<file path="config.mk">
export PLATFORM = sky130hd
export DESIGN_NAME = obf_seq_flat
export DESIGN_NICKNAME = d
export VERILOG_FILES = /design/src/rtl/obf_seq_pkg.sv /design/src/rtl/obf_seq_if.sv /design/src/rtl/obf_insn_asm.sv /design/src/rtl/obf_seq.sv /design/src/flat_wrapper.sv
export SDC_FILE = /design/constraint.sdc
export NUM_CORES = 1
export LEC_CHECK = 0
export CAP_MARGIN = 20
export CORE_ASPECT_RATIO = 0.8
export CORE_UTILIZATION = 60
export CTS_CLUSTER_SIZE = 25
export DETAILED_ROUTE_END_ITERATION = 12
export DONT_BUFFER_PORTS = 1
export HOLD_SLACK_MARGIN = 0.1
export PLACE_DENSITY_LB_ADDON = 0.25
export SLEW_MARGIN = 25
export SYNTH_ARGS = -nofsm -noshare
export SYNTH_HDL_FRONTEND = slang
export SYNTH_HIERARCHICAL = 1
export SYNTH_SLANG_ARGS = --single-unit
</file>
<file path="constraint.sdc">
create_clock -name clk -period 2.44 [get_ports clk]
set_clock_uncertainty 0.05 [all_clocks]
set_input_delay 0.122 -clock clk [delete_from_list [all_inputs] [get_ports clk]]
set_output_delay 0.122 -clock clk [all_outputs]
set_load 0.01 [all_outputs]
</file>
<file path="src/rtl/obf_seq_pkg.sv">
// Shared widths, LUT entry layout and instruction constants for the obfuscation sequencer.
package obf_seq_pkg;

  localparam int IGU_W     = 7;
  localparam int SUB_W     = 3;
  localparam int TYPE_W    = 2;
  localparam int TPL_W     = 16;
  localparam int LUT_OUT_W = TYPE_W + TPL_W + 1;
  localparam int ADDR_W    = IGU_W + SUB_W;
  localparam int INSN_W    = 32;

  typedef enum logic [TYPE_W-1:0] {
    TYPE_N = 2'd0,
    TYPE_A = 2'd1,
    TYPE_S = 2'd2,
    TYPE_R = 2'd3
  } insn_type_e;

  typedef enum logic {
    ST_IDLE = 1'b0,
    ST_EMIT = 1'b1
  } state_e;

  // LUT word layout, MSB first: {type, template, last}
  typedef struct packed {
    logic [TYPE_W-1:0] itype;
    logic [TPL_W-1:0]  tpl;
    logic              last;
  } lut_entry_t;

  localparam logic [5:0]        OPC_ALU = 6'h38;
  localparam logic [INSN_W-1:0] OBF_NOP = 32'h1500_0000;

  // Template bit positions: register-field masks and the ALU function byte
  localparam int TPL_MASK_D  = 7;
  localparam int TPL_MASK_A  = 6;
  localparam int TPL_MASK_B  = 5;
  localparam int TPL_FUNC_LO = 8;
  localparam int TPL_FUNC_HI = 15;

  function automatic lut_entry_t passthru_entry();
    lut_entry_t e;
    e.itype = TYPE_N;
    e.tpl   = '0;
    e.last  = 1'b1;
    return e;
  endfunction

endpackage

</file>
<file path="src/rtl/obf_seq_if.sv">
// Upstream accept and downstream emit handshakes of the obfuscation sequencer.
interface obf_seq_if;
  import obf_seq_pkg::*;

  logic              in_valid;
  logic              in_ready;
  logic [INSN_W-1:0] in_insn;
  logic [IGU_W-1:0]  in_igu;

  logic              out_valid;
  logic              out_ready;
  logic [INSN_W-1:0] out_insn;
  logic              out_last;
  logic [SUB_W-1:0]  out_sub;

  // slave: the sequencer itself
  modport slave (
    input  in_valid, in_insn, in_igu, out_ready,
    output in_ready, out_valid, out_insn, out_last, out_sub
  );

  // master: instruction source plus execute-side sink
  modport master (
    output in_valid, in_insn, in_igu, out_ready,
    input  in_ready, out_valid, out_insn, out_last, out_sub
  );

endinterface

</file>
<file path="src/rtl/obf_insn_asm.sv">
// Combinational assembly of one emitted instruction from a LUT entry and the held original.
module obf_insn_asm
  import obf_seq_pkg::*;
(
  input  insn_type_e        itype,
  input  logic [TPL_W-1:0]  tpl,
  input  logic [INSN_W-1:0] insn,
  output logic [INSN_W-1:0] out_insn
);

  logic [14:0]       reg_fields;
  logic [INSN_W-1:0] alu_insn;
  logic              unused_tpl;

  // D, A, B register fields sit at 25:21, 20:16, 15:11; each has its own zeroing mask bit
  for (genvar gi = 0; gi < 3; gi++) begin : g_field
    localparam int FIELD_LSB = 21 - 5 * gi;
    localparam int MASK_BIT  = TPL_MASK_D - gi;
    assign reg_fields[14 - 5 * gi -: 5] = tpl[MASK_BIT] ? 5'd0 : insn[FIELD_LSB +: 5];
  end

  assign alu_insn   = {OPC_ALU, reg_fields, 3'b000, tpl[TPL_FUNC_HI:TPL_FUNC_LO]};
  assign unused_tpl = ^tpl[4:0];

  always_comb begin
    out_insn = insn;
    case (itype)
      TYPE_A:  out_insn = alu_insn;
      TYPE_S:  out_insn = OBF_NOP;
      default: out_insn = insn;
    endcase
  end

endmodule

</file>
<file path="src/rtl/obf_seq.sv">
// Obfuscation sequencer: walks LUT substitution indices per accepted instruction and emits
// one assembled instruction per step, back-pressuring upstream until the last step.
module obf_seq
  import obf_seq_pkg::*;
(
  input  logic                 clk,
  input  logic                 rst_n,
  input  logic                 flush,
  input  logic                 obf_en,
  obf_seq_if.slave             bus,
  output logic [ADDR_W-1:0]    lut_addr,
  input  logic [LUT_OUT_W-1:0] lut_out
);

  state_e            state_reg;
  logic [SUB_W-1:0]  sub_reg;
  logic [INSN_W-1:0] insn_reg;
  logic [IGU_W-1:0]  igu_reg;
  logic              en_reg;

  lut_entry_t        lut_entry;
  lut_entry_t        entry;
  logic              emitting;
  logic              eff_last;
  logic              step;
  logic              accept;
  logic [SUB_W-1:0]  sub_next;
  logic [INSN_W-1:0] asm_insn;

  assign lut_addr  = {igu_reg, sub_reg};
  assign lut_entry = lut_out;

  // With obfuscation disabled at accept, the LUT is ignored and the original passes once
  assign entry    = en_reg ? lut_entry : passthru_entry();
  // The index saturates: the final index always terminates the walk
  assign eff_last = entry.last | (&sub_reg);
  assign sub_next = sub_reg + SUB_W'(1);

  assign emitting = (state_reg == ST_EMIT);
  assign step     = emitting & bus.out_ready;

  // Ready while idle, or in the very cycle the last step leaves, for back-to-back accepts
  assign bus.in_ready = ~flush & (~emitting | (step & eff_last));
  assign accept       = bus.in_valid & bus.in_ready;

  obf_insn_asm u_asm (
    .itype    (insn_type_e'(entry.itype)),
    .tpl      (entry.tpl),
    .insn     (insn_reg),
    .out_insn (asm_insn)
  );

  assign bus.out_valid = emitting;
  assign bus.out_insn  = emitting ? asm_insn : '0;
  assign bus.out_last  = emitting & eff_last;
  assign bus.out_sub   = sub_reg;

  always_ff @(posedge clk or negedge rst_n) begin
    if (!rst_n) begin
      state_reg <= ST_IDLE;
      sub_reg   <= '0;
      insn_reg  <= '0;
      igu_reg   <= '0;
      en_reg    <= 1'b0;
    end else if (flush) begin
      state_reg <= ST_IDLE;
      sub_reg   <= '0;
    end else if (accept) begin
      state_reg <= ST_EMIT;
      sub_reg   <= '0;
      insn_reg  <= bus.in_insn;
      igu_reg   <= bus.in_igu;
      en_reg    <= obf_en;
    end else if (step) begin
      if (eff_last) begin
        state_reg <= ST_IDLE;
        sub_reg   <= '0;
      end else begin
        sub_reg   <= sub_next;
      end
    end
  end

endmodule
</file>
<file path="src/flat_wrapper.sv">
// flat-port wrapper written by rule: the top's interface ports become plain ports
module obf_seq_flat import obf_seq_pkg::*;
  (clk, rst_n, flush, obf_en, lut_addr, lut_out, bus_in_valid, bus_in_insn, bus_in_igu, bus_out_ready, bus_in_ready, bus_out_valid, bus_out_insn, bus_out_last, bus_out_sub);
  obf_seq_if bus_i ();
  input  logic clk;
  input  logic rst_n;
  input  logic flush;
  input  logic obf_en;
  output logic [ADDR_W-1:0] lut_addr;
  input  logic [LUT_OUT_W-1:0] lut_out;
  input wire logic [$bits(bus_i.in_valid)-1:0] bus_in_valid;
  input wire logic [$bits(bus_i.in_insn)-1:0] bus_in_insn;
  input wire logic [$bits(bus_i.in_igu)-1:0] bus_in_igu;
  input wire logic [$bits(bus_i.out_ready)-1:0] bus_out_ready;
  output wire logic [$bits(bus_i.in_ready)-1:0] bus_in_ready;
  output wire logic [$bits(bus_i.out_valid)-1:0] bus_out_valid;
  output wire logic [$bits(bus_i.out_insn)-1:0] bus_out_insn;
  output wire logic [$bits(bus_i.out_last)-1:0] bus_out_last;
  output wire logic [$bits(bus_i.out_sub)-1:0] bus_out_sub;
  assign bus_i.in_valid = bus_in_valid;
  assign bus_i.in_insn = bus_in_insn;
  assign bus_i.in_igu = bus_in_igu;
  assign bus_i.out_ready = bus_out_ready;
  assign bus_in_ready = bus_i.in_ready;
  assign bus_out_valid = bus_i.out_valid;
  assign bus_out_insn = bus_i.out_insn;
  assign bus_out_last = bus_i.out_last;
  assign bus_out_sub = bus_i.out_sub;
  obf_seq u_core (.clk(clk), .rst_n(rst_n), .flush(flush), .obf_en(obf_en), .bus(bus_i), .lut_addr(lut_addr), .lut_out(lut_out));
endmodule
</file>
==> metrics.txt <==
FF+latch area 0.00110 mm^2; Hold Vio Cnt, Final 0; DRT antenna net count 0; CTS Sinks 44; Detail Route met3 WL slightly below 400 um; initial core utilization 63.9%; share of post-route cells with drive strength above 1 a little over a fifth; antenna cells 0; worst-skew pair later-pin latency 290 ps; Syn. warnings 6; Mapped Cells between 200 and 250; CP peak stage delay roughly 570 ps; CTS tree built; Num CTS Buffers 5; Initial DRT Pass Iterations 4; drt first-iter violations 64; fin crit period 2330 ps; status complete, no violations; layout net count between 300 and 400; post-place setup slack 263 ps; fmax between 0.4 and 0.5 GHz; actual slew at the worst max-slew pin around 340 ps; Clock transition at path regs about 80 ps; Final setup viols 0; pins over their slew limit 0; grt ovf 0; Final Worst Setup Slack 115 ps; Top delay family on crit path buffers and inverters; Fillers about 240; syn avg cell area 11.1 um^2; vias in the first global route roughly 1,800; core area between 0.003 and 0.004 mm^2; CTS root buf clkbuf_8; detailed-route wire length per cell roughly 17 um; crit share post-route a little over nine tenths; M1 WL around 2200 um; site row count 20; worst path cell trace ha_1 > ha_1 > nor3b_4 > a2111oi_4 > buf_4 > a21oi_1 > dlygate4sd3_1; global-route wire length before repair about 8700 um; hpwl dp about 3500 um; slowest CP cell dlygate4sd3_1; Synthesized Nets 290; Vias/cell ~5.6; Die W between 70 and 80 um; CP startpoint kind flop; CTS Buffer Depth 2; crit path kind reg2reg; Hold WC Path Type in2reg; setup TNS 0 ps; Slew HR around 77%; initial antenna violation count 0; area delta synth->final 25.0%; endpoint class of the critical path flop; Mapped Area around 0.0025 mm^2; Data required, critical path 2620 ps; total number of vias approximately 1,800; Die Y between 50 and 60 um; max reg flops 32; Tot GR Track Use approximately 28%; PortBufs 0; total of max-cap violations 0; die area approximately 0.0044 mm^2; DRC 0; most frequent CP cell ha_1; met2 wire length 2930 um; unrepaired setup endpoints after global routing false; Final Core Density between 70% and 80%; CP arrival ~2500 ps; GP Congestion 0.746; Top Layer Used met4; multi-input logic area ~0.0012 mm^2; critical path fanouts, max 20; pin count of the biggest net entering global routing between 40 and 50; PwrDens 665 mW/mm^2; IO Pins roughly 110; htree depth 2; WP buf/inv 2; overall power approximately 2.0 mW; VDD IR max slightly above 0.5 mV; Leak Pwr roughly 1.3 nW; final WL around 5600 um
## layout make-up
type | instances | share of cell area [%]
inverters | 6 | 0.732
flip-flops and latches | 44 | 35.8
well taps | 55 | 2.24
clock inverters | 2 | 1.14
clock buffers | 6 | 2.36
repair buffers | 55 | 17.8
multi-input cells | 154 | 39.9
## cell usage in the layout, fill, tap and decap left out, drive strengths merged, types with 5 or more instances in the layout
cell         count
inv              6
and2            50
dlygate4sd3     46
clkbuf           6
nand2           15
ha               5
a21boi          14
a22o             7
nand2b           5
mux2            40
buf              9
dfrtp           44
## layer usage
metal	track usage (%)	vias to the layer above
li1	-	841
met2	48.4	77
met3	8.16	13
met1	31.9	874
met4	10.4	0
met5	0	-
## timing repair
action	CTS	global route
hold endpoints to repair	88	0
endpoints found under the setup margin	7	23
pin swaps	0	0
gates resized for setup	1	1
hold buffers	47	0
buffers inserted	0	0
## worst register-to-register path: stages, from the launching register on
cell,delay (ps)
dfrtp_1,390
ha_1,200
ha_1,210
nor3b_4,340
a2111oi_4,120
buf_4,230
a21oi_1,150
dlygate4sd3_1,570
## stage by stage
| stage | cell area, um^2 | instances | hold slack (ps) |
|---|---|---|---|
| floorplan | 2460 | 221 | -224 |
| global placement | 2480 | 267 | -223 |
| detailed placement | 2480 | 267 | -223 |
| CTS | 3080 | 322 | 105 |
| global route | 3080 | 322 | 158 |
| finish | 3080 | 322 | 155 |
## path summary, 6_finish.rpt
check / from / endpoint / slack, ps / cells past startpoint
setup / recovery: u_core/bus.out_sub[0]$_DFFE_PN0P_ / u_core/bus.out_sub[1]$_DFFE_PN0P_ / 110 / 7
hold / removal: bus_out_ready / u_core/bus.out_sub[2]$_DFFE_PN0P_ / 150 / 3
setup reg to reg: u_core/bus.out_sub[0]$_DFFE_PN0P_ / u_core/bus.out_sub[1]$_DFFE_PN0P_ / 110 / 7
hold reg to reg: u_core/insn_reg[1]$_DFFE_PN0P_ / u_core/insn_reg[1]$_DFFE_PN0P_ / 450 / 1
max in group asynchronous: rst_n / u_core/en_reg$_DFFE_PN0P_ / 1820 / 2
min in group asynchronous: rst_n / u_core/insn_reg[30]$_DFFE_PN0P_ / 310 / 2
## where the power goes
| part | switching (mW) | internal [mW] | total [mW] | leakage (nW) |
|---|---|---|---|---|
| registers | 0.0884 | 0.857 | 0.946 | 0.524 |
| clock network | 0.232 | 0.304 | 0.536 | 0.0552 |
| logic | 0.262 | 0.304 | 0.565 | 0.761 |
| total | 0.583 | 1.46 | 2.05 | 1.34 |
No activity file was read; power rests on OpenSTA's default activity.
